===== config.mk =====
export PLATFORM = sky130hd
export DESIGN_NAME = dcim_shift_acc
export DESIGN_NICKNAME = d
export VERILOG_FILES = /design/src/rtl/dcim_pkg.sv /design/src/rtl/s_cla.sv /design/src/rtl/dcim_shift_acc.sv
export SDC_FILE = /design/constraint.sdc
export NUM_CORES = 1
export LEC_CHECK = 0
export ABC_AREA = 0
export CAP_MARGIN = 30
export CORE_UTILIZATION = 45
export CTS_CLUSTER_DIAMETER = 100
export DETAILED_ROUTE_END_ITERATION = 10
export PLACE_DENSITY = 0.74
export SYNTH_ARGS = -nofsm -noshare
export SYNTH_HDL_FRONTEND = slang
export SYNTH_HIERARCHICAL = 1
export SYNTH_SLANG_ARGS = --single-unit

===== constraint.sdc =====
create_clock -name clk -period 13.5 [get_ports clk]
set_clock_uncertainty 0.15 [all_clocks]
set_input_delay 1.35 -clock clk [delete_from_list [all_inputs] [get_ports clk]]
set_output_delay 1.35 -clock clk [all_outputs]
set_load 0.01 [all_outputs]

===== src/rtl/dcim_pkg.sv =====
// Shared definitions for the DCIM shift-accumulate stage.
// Provides default widths, the accumulator FSM state type and the
// partial-sum sign-extension helper.
package dcim_pkg;

  localparam int unsigned ACC_W_DEF   = 24;
  localparam int unsigned PSUM_W_DEF  = 16;
  localparam int unsigned IN_BITS_DEF = 8;

  // Working width of the sign-extension helper; callers cast to their width.
  localparam int unsigned SEXT_MAX_W  = 64;
  localparam int unsigned SEXT_IDX_W  = 6;

  typedef enum logic {
    IDLE = 1'b0,
    ACC  = 1'b1
  } state_t;

  // Sign-extend the low psum_w bits of raw to SEXT_MAX_W bits.
  function automatic logic [SEXT_MAX_W-1:0] sext_psum(
    input logic [SEXT_MAX_W-1:0] raw,
    input int unsigned           psum_w
  );
    logic [SEXT_MAX_W-1:0] hi_mask;
    logic                  sign;
    hi_mask = {SEXT_MAX_W{1'b1}} << psum_w;
    sign    = raw[SEXT_IDX_W'(psum_w - 1)];
    return sign ? (raw | hi_mask) : (raw & ~hi_mask);
  endfunction

endpackage


===== src/rtl/s_cla.sv =====
// Carry-lookahead adder: sum = a + b + cin (modulo 2^W).
// Ports: a, b (W-bit operands), cin (carry in), sum (W-bit result).
module s_cla #(
  parameter int unsigned W = 24
) (
  input  logic [W-1:0] a,
  input  logic [W-1:0] b,
  input  logic         cin,
  output logic [W-1:0] sum
);

  logic [W-1:0] c;

  assign c[0] = cin;

  // Generate/propagate carry recurrence; flattened into lookahead by synthesis.
  for (genvar i = 0; i < W - 1; i++) begin : g_carry
    assign c[i+1] = (a[i] & b[i]) | ((a[i] ^ b[i]) & c[i]);
  end

  assign sum = a ^ b ^ c;

endmodule


===== src/rtl/dcim_shift_acc.sv =====
// Bit-serial shift-accumulate stage behind the DCIM adder tree.
// Takes one signed partial sum per activation bit (MSB first) and, after
// IN_BITS beats, loads the MAC result into a one-entry output buffer.
// Ports:
//   clk, rst                 clock, asynchronous active-high reset
//   in_valid/in_ready        partial-sum beat handshake
//   in_psum                  signed partial sum for the current bit
//   in_abort                 discard the in-progress group
//   out_valid/out_ready      result buffer handshake
//   out_data, out_ovf        signed result and sticky overflow flag
module dcim_shift_acc
  import dcim_pkg::*;
#(
  parameter int unsigned ACC_W      = ACC_W_DEF,
  parameter int unsigned PSUM_W     = PSUM_W_DEF,
  parameter int unsigned IN_BITS    = IN_BITS_DEF,
  parameter bit          SIGNED_ACT = 1'b1
) (
  input  logic              clk,
  input  logic              rst,
  input  logic              in_valid,
  output logic              in_ready,
  input  logic [PSUM_W-1:0] in_psum,
  input  logic              in_abort,
  output logic              out_valid,
  input  logic              out_ready,
  output logic [ACC_W-1:0]  out_data,
  output logic              out_ovf
);

  localparam int unsigned      CNT_W    = $clog2(IN_BITS);
  localparam logic [CNT_W-1:0] LAST_CNT = CNT_W'(IN_BITS - 1);
  localparam logic [ACC_W-1:0] MOST_NEG = {1'b1, {(ACC_W-1){1'b0}}};

  state_t             state, state_n;
  logic [CNT_W-1:0]   cnt, cnt_n;
  logic [ACC_W-1:0]   acc, acc_n;
  logic               ovf_st, ovf_st_n;
  logic               out_valid_n;
  logic [ACC_W-1:0]   out_data_n;
  logic               out_ovf_n;

  logic               accept;
  logic               first;
  logic               neg;
  logic [ACC_W-1:0]   ext;
  logic [ACC_W-1:0]   shifted;
  logic [ACC_W-1:0]   op_a;
  logic [ACC_W-1:0]   op_b;
  logic [ACC_W-1:0]   beat_sum;
  logic               shift_ovf;
  logic               add_ovf;
  logic               neg_ovf;
  logic               beat_ovf;

  // Stall only while a result is held and not draining this cycle.
  assign in_ready = ~(out_valid & ~out_ready);
  assign accept   = in_valid & in_ready;

  assign first   = (state == IDLE);
  assign neg     = first & SIGNED_ACT;
  assign ext     = ACC_W'(sext_psum(SEXT_MAX_W'(in_psum), PSUM_W));
  assign shifted = {acc[ACC_W-2:0], 1'b0};

  // Beat 0 adds onto zero (negated via ~ext + 1 for a signed MSB);
  // later beats add onto the doubled accumulator.
  assign op_a = first ? '0 : shifted;
  assign op_b = neg ? ~ext : ext;

  s_cla #(
    .W (ACC_W)
  ) u_cla (
    .a   (op_a),
    .b   (op_b),
    .cin (neg),
    .sum (beat_sum)
  );

  // Per-beat signed overflow: doubling, addition, or negating the minimum.
  assign shift_ovf = ~first & (acc[ACC_W-1] ^ acc[ACC_W-2]);
  assign add_ovf   = ~first & (shifted[ACC_W-1] == ext[ACC_W-1])
                            & (beat_sum[ACC_W-1] != ext[ACC_W-1]);
  assign neg_ovf   = neg & (ext == MOST_NEG);
  assign beat_ovf  = shift_ovf | add_ovf | neg_ovf;

  // Next-state and datapath update.
  always_comb begin
    state_n     = state;
    cnt_n       = cnt;
    acc_n       = acc;
    ovf_st_n    = ovf_st;
    out_valid_n = out_valid & ~out_ready;
    out_data_n  = out_data;
    out_ovf_n   = out_ovf;

    if (in_abort) begin
      state_n = IDLE;
      cnt_n   = '0;
      acc_n   = '0;
    end else if (accept) begin
      acc_n = beat_sum;
      case (state)
        IDLE: begin
          state_n  = ACC;
          cnt_n    = CNT_W'(1);
          ovf_st_n = beat_ovf;
        end
        ACC: begin
          if (cnt == LAST_CNT) begin
            state_n     = IDLE;
            cnt_n       = '0;
            out_valid_n = 1'b1;
            out_data_n  = beat_sum;
            out_ovf_n   = ovf_st | beat_ovf;
          end else begin
            cnt_n    = cnt + CNT_W'(1);
            ovf_st_n = ovf_st | beat_ovf;
          end
        end
        default: state_n = IDLE;
      endcase
    end
  end

  // State and datapath registers.
  always_ff @(posedge clk or posedge rst) begin
    if (rst) begin
      state     <= IDLE;
      cnt       <= '0;
      acc       <= '0;
      ovf_st    <= 1'b0;
      out_valid <= 1'b0;
      out_data  <= '0;
      out_ovf   <= 1'b0;
    end else begin
      state     <= state_n;
      cnt       <= cnt_n;
      acc       <= acc_n;
      ovf_st    <= ovf_st_n;
      out_valid <= out_valid_n;
      out_data  <= out_data_n;
      out_ovf   <= out_ovf_n;
    end
  end

endmodule


# ---- Word-level counts from Yosys, hierarchy flattened
# Cells that the tools add are included.
dict set report word_totals {
  reg_bits 55
  out_inout_bits 27
  wordCells 144
}
dict set report classes {
  addsub 1
  n_eq_ne 5
  mux 19
  bitwise 109
  reduce_logical 3
}
# cell n
set ops {}
lappend ops {{24-bit 2-to-1 mux} 5}
lappend ops {{1-bit AND} 52}
lappend ops {{24-bit XOR} 2}
lappend ops {{1-bit bitwise OR} 26}
lappend ops {{24-bit == test, second input constant} 1}
lappend ops {{24-bit NOT} 1}
lappend ops {{1-bit XOR} 24}
lappend ops {{3-bit 2-to-1 mux} 3}
lappend ops {{1-bit 2-to-1 mux} 8}
lappend ops {{3-bit one-hot mux with 2 select lines} 1}
lappend ops {{1-bit NOT} 4}
lappend ops {{1-bit one-hot mux with 2 select lines} 2}
lappend ops {{4-bit AND reduction} 1}
lappend ops {{3-bit by 1-bit adder with 3-bit output, second input constant} 1}
lappend ops {{3-bit == test, second input constant} 1}
lappend ops {{3-bit AND reduction} 1}
lappend ops {{2-bit != test, second input constant} 1}
lappend ops {{2-bit nonzero test} 1}
lappend ops {{1-bit == test} 1}
lappend ops {{1-bit != test} 1}

# ---- Depth between registers and ports, before layout
dict set report depth {
  word_depth 58
  mapped_depth 32
  ltp_nobuf 30
}

# ---- By module
# The synthesis kept the hierarchy.
# mod n_inst cells_per_inst area_each_um2 seq_area_each_um2
set modules_own_cells {}
lappend modules_own_cells {dcim_shift_acc 1 182 2432.3 1376.3}
lappend modules_own_cells {s_cla 1 29 503.0 0.0}

# ---- Least setup slack after synthesis
# OpenSTA, ideal clock, no wires.
dict set report synth_timing {
  path_type {input to register}
  start {in in_psum[0]}
  end {reg ovf_st}
  setup_time_ps 110
  t_arrival_ps 10860
  required_ps 13240
  slack_ps 2380
  cell_stages 30
  n_path_buf 0
  path_cell_list {xnor2_1 > inv_1 > fa_1 > inv_1 > fa_1 > fa_1 > fa_1 > fa_1 > fa_1 > fa_1 > fa_1 > fa_1 > fa_1 > fa_1 > fa_1 > fa_1 > fa_1 > fa_1 > fa_1 > fa_1 > fa_1 > fa_1 > fa_1 > fa_1 > fa_1 > fa_1 > xor3_1 > nand2b_1 > o2bb2ai_1 > o41ai_1}
}
dict set report synth_via {
  elab_chain_len 58
  word_cells_on_any_way 61
}
# element line_no
set synth_lines {}
lappend synth_lines {{start: declaration} dcim_shift_acc.sv:23} ;# input logic [PSUM_W-1:0] in_psum,
lappend synth_lines {{24-bit 2-to-1 mux *} dcim_pkg.sv:28} ;# return sign ? (raw | hi_mask) : (raw & ~hi_mask);
lappend synth_lines {{24-bit NOT} dcim_shift_acc.sv:68} ;# assign op_b = neg ? ~ext : ext;
lappend synth_lines {{24-bit 2-to-1 mux *} dcim_shift_acc.sv:68}
lappend synth_lines {{1-bit XOR} s_cla.sv:18} ;# assign c[i+1] = (a[i] & b[i]) | ((a[i] ^ b[i]) & c[i]);
lappend synth_lines {{1-bit AND} s_cla.sv:18}
lappend synth_lines {{1-bit bitwise OR *} s_cla.sv:18}
lappend synth_lines {{1-bit AND *} s_cla.sv:18}
lappend synth_lines {{1-bit bitwise OR *} s_cla.sv:18}
lappend synth_lines {{[... 42 more ...]} -}
lappend synth_lines {{24-bit XOR *} s_cla.sv:21} ;# assign sum = a ^ b ^ c;
lappend synth_lines {{via beat_sum[23]} dcim_shift_acc.sv:50} ;# logic [ACC_W-1:0] beat_sum;
lappend synth_lines {{1-bit != test *} dcim_shift_acc.sv:82} ;# & (beat_sum[ACC_W-1] != ext[ACC_W-1]);
lappend synth_lines {{1-bit AND *} dcim_shift_acc.sv:82}
lappend synth_lines {{1-bit bitwise OR * (2 in series)} dcim_shift_acc.sv:84} ;# assign beat_ovf = shift_ovf | add_ovf | neg_ovf;
lappend synth_lines {{1-bit bitwise OR} dcim_shift_acc.sv:117} ;# ovf_st_n = ovf_st | beat_ovf;
lappend synth_lines {{1-bit 2-to-1 mux} dcim_shift_acc.sv:109} ;# if (cnt == LAST_CNT) begin
lappend synth_lines {{1-bit one-hot mux with 2 select lines *} dcim_shift_acc.sv:102} ;# case (state)
lappend synth_lines {{end signal: assignment} dcim_shift_acc.sv:139} ;# ovf_st <= ovf_st_n;
lappend synth_lines {{end: declaration} dcim_shift_acc.sv:38} ;# logic ovf_st, ovf_st_n;
# Mark *: on every way through the listed nets, which the timed path passes. The rest lies on a longest branch. The select of a mux whose other input is x is not followed.
# A chain may end at the register's enable or synchronous reset.

# ---- Worst setup path after layout
dict set report layout_timing {
  start {in in_psum[0]}
  end {reg ovf_st}
}
dict set report layout_via {
  elab_chain_len 58
  word_cells_on_any_way 61
}
# element line_no
set layout_lines {}
lappend layout_lines {{24-bit 2-to-1 mux *} dcim_pkg.sv:28}
lappend layout_lines {{24-bit NOT} dcim_shift_acc.sv:68}
lappend layout_lines {{24-bit 2-to-1 mux *} dcim_shift_acc.sv:68}
lappend layout_lines {{via op_b[0]} dcim_shift_acc.sv:49} ;# logic [ACC_W-1:0] op_b;
lappend layout_lines {{1-bit XOR} s_cla.sv:18}
lappend layout_lines {{1-bit AND} s_cla.sv:18}
lappend layout_lines {{1-bit bitwise OR *} s_cla.sv:18}
lappend layout_lines {{1-bit AND *} s_cla.sv:18}
lappend layout_lines {{[... 43 more ...]} -}
lappend layout_lines {{24-bit XOR *} s_cla.sv:21}
lappend layout_lines {{via beat_sum[23]} dcim_shift_acc.sv:50}
lappend layout_lines {{1-bit != test *} dcim_shift_acc.sv:82}
lappend layout_lines {{1-bit AND *} dcim_shift_acc.sv:82}
lappend layout_lines {{1-bit bitwise OR * (2 in series)} dcim_shift_acc.sv:84}
lappend layout_lines {{1-bit bitwise OR} dcim_shift_acc.sv:117}
lappend layout_lines {{1-bit 2-to-1 mux} dcim_shift_acc.sv:109}
lappend layout_lines {{1-bit one-hot mux with 2 select lines *} dcim_shift_acc.sv:102}
# Marked as above.

==> impl_metrics.yaml <==
setup_path:
  end_kind: "flip-flop"
  crit_required_ns: 13.55
  crit_type: "in -> reg"
  max_stage_delay_ns: 0.45
  critPathMaxFanout: 4
  worstRegToRegCells: 30
  start_kind: "primary input"
  timing.critical_path.mode_cell: "fa_1"
  r2r-start: "state"
  r2r_slack_ns: 2.71
  slowest_stage: "xor3_1"
  timing.rr.end: "ovf_st"
  crit_arrival_ns: 11.84
route:
  final_antenna_net_count: 0
  wirelength_um: 5235
  vias: 1734
  vias_per_cell: 5.161
  drt-initial-drc-count: 88
  route.detailed.drc: 0
  wl_per_cell_um: 15.58
  drt_pass1_iterations: 4
synthesis:
  avgSynthCellArea_sq_um: 13.91
  synth_area_leaders: "dfrtp_1 47%, fa_1 16%, a22o_1 7.8%"
  ys_seq_elements: 55
  synth_nets: 257
  yosysTopAreaCell: "dfrtp_1"
  ys.warnings.count: 6
  ys_seq_area_frac: 0.4689
  synth.distinct_cells: 31
  netlist_area_sq_um: 2935
  syn_inst: 211
  synth_top_area_frac: 0.4689
min_path:
  min_path_cells: 1
  min_to: "out_data[3]"
  min_from: "out_data[3]"
  hold_class: "reg -> reg"
power:
  peakVddDrop_uv: 44.62
  swShare: 0.2681
  power_frac_seq: 0.491
  pwr-share-clk: 0.291
  power_leakage_nw: 1.645
  p_int_uw: 274.8
  pwr-share-comb: 0.218
  switching_power_uw: 100.7
  power_density_nw_per_um2: 104.8
global_routing:
  antenna_found_initial: 0
  grt_pass1_wl_um: 9094
  first_global_vias: 1886
  grt.total_usage: 0.1778
  grt_start_max_net_pins: 56
  grt_overflow: 0
layout:
  final_cell_count_no_fill: 336
  area_growth_pct: 22.04
  fillers: 547
  diodes: 0
  drive_above_1_share: 0.09266
  final_cell_mix: "55 x dfrtp_1, 47 x clkdlybuf4s50_1, 26 x a22o_1"
  final_nets: 304
  final_common_cell: "dfrtp_1"
sta:
  fmax_ghz: 0.08485
  relSlewSlack: 0.4649
  slew_viol_final: 0
  setup_viol: 0
  worst_slew_pin_slew_ns: 0.8001
  post-route-min-period_ns: 11.78
  fin_crit_sh: 0.8730
  finalSetupTns_ns: 0
  finalHoldViolCount: 0
  rsz0062_at_grt: "no"
die:
  coreArea_sq_um: 6314
  die-area_sq_um: 6850
  die_h_um: 82.77
  die_x_um: 82.77
  io_pins: 48
  start_util: 0.4649
  row_count: 29
clock_tree:
  cts_sinks: 55
  htree_levels: 2
  cts_tree: "built"
  cts_buffers: 5
  postCtsSetupBuffers: 0
  cts_buffer_depth: 2
  worstSkewPairLatency_ns: 0.31
  hold_buffers: 0
  cts_resized: 0
  clockRootBuffer: "clkbuf_8"
  clk_pin_slew_ns: 0.10
placed_design:
  hpwl_um: 3688
  place_congestion: 0.7312
  place_inst: 328
  portBuffers: 47
run:
  cap_violations: 0
outcome:
  status: "complete, no violations"
synth_stat cells:
master	n
conb_1	1
dfrtp_1	55
a32o_1	2
o2bb2ai_1	1
a22o_1	26
xnor2_1	16
nor3_4	1
o41ai_1	1
o31ai_1	1
xor3_1	1
nand2b_1	3
inv_1	8
and2_1	23
buf_6	2
nor4_1	1
buf_2	5
fa_1	23
a21oi_4	1
mux2_2	5
nand2_2	1
nor2_2	1
nor2b_1	1
mux2_1	19
nand2_1	1
clkbuf_1	2
a2bb2oi_1	1
o21ai_0	2
ha_1	2
and2b_2	1
buf_4	3
nor2_1	1
cell type report:
cell class,instances,area (sq um),share of cell area
Sequential cell,55,1376,0.3842
Clock buffer,5,68.82,0.01921
Clock inverter,3,43.79,0.01222
Tap cell,77,96.34,0.02689
Multi-Input combinational cell,136,1451,0.4052
Timing Repair Buffer,52,515.5,0.1439
Inverter,8,30.03,0.008383
worst max-delay path by stage:
stage | from | end | slack [ns]
final | in_psum[0] | ovf_st | 1.72
after global routing | in_psum[0] | ovf_st | 1.35
after CTS | in_psum[0] | ovf_st | 1.76
after detailed placement | in_psum[0] | ovf_st | 1.46
after global placement | in_psum[0] | ovf_st | 1.63
after floorplan | in_psum[0] | ovf_st | 2.38
critical path: cells and delay by family:
family | cells | cell delay [ns]
AND/OR/NAND/NOR | 1 | 0.08
XOR/XNOR | 2 | 0.57
AO/OA/AOI/OAI | 2 | 0.39
buffers and inverters | 3 | 0.55
adder cells (fa/ha/maj) | 23 | 8.90
through the flow:
step / total power, mW / setup slack (ns) / util / area [sq um] / hold slack (ns)
floorplan: 0.2410 / 2.380 / - / 2935 / 0.3077
finish: 0.3755 / 1.715 / 0.5674 / 3582 / 0.3408
detailed placement: 0.2702 / 1.457 / 0.5495 / 3470 / 0.3252
global route: 0.3977 / 1.349 / 0.5674 / 3582 / 0.3633
CTS: 0.3810 / 1.757 / 0.5674 / 3582 / 0.3478
global placement: 0.2674 / 1.626 / 0.5472 / 3455 / 0.3161
state kept, by name, summed over array words and instances, names as in the netlist:
register,count
acc,24
cnt,3
out_data,24
out_ovf,1
out_valid,1
ovf_st,1
state,1
cells by family (layout without fill, tap and decap cells):
kind of cell,after synthesis,count (layout),synth area share
buf+inv,20,68,0.03666
simple gates,34,34,0.07503
fa+ha+maj,25,25,0.1654
flops,55,55,0.4689
xor+xnor,17,17,0.05584
mux,24,24,0.09207
compound gates,35,35,0.1049
other cells,1,1,0.001278
per-layer routing:
layer,vias up,part of all wire,track usage
li1,821,-,-
met1,873,0.48,0.2511
met2,35,0.47,0.2885
met3,5,0.042,0.03516
met4,0,0.0065,0.03103
met5,-,0,0
power by group through the flow:
stage	logic, mW	clock network (mW)	registers (mW)
after floorplan	0.0540	0	0.187
after global placement	0.0803	0	0.187
after detailed placement	0.0827	0	0.187
after CTS	0.0836	0.113	0.184
after global routing	0.0922	0.119	0.186
final	0.0818	0.109	0.184
Power figures use the tool's default switching activity.
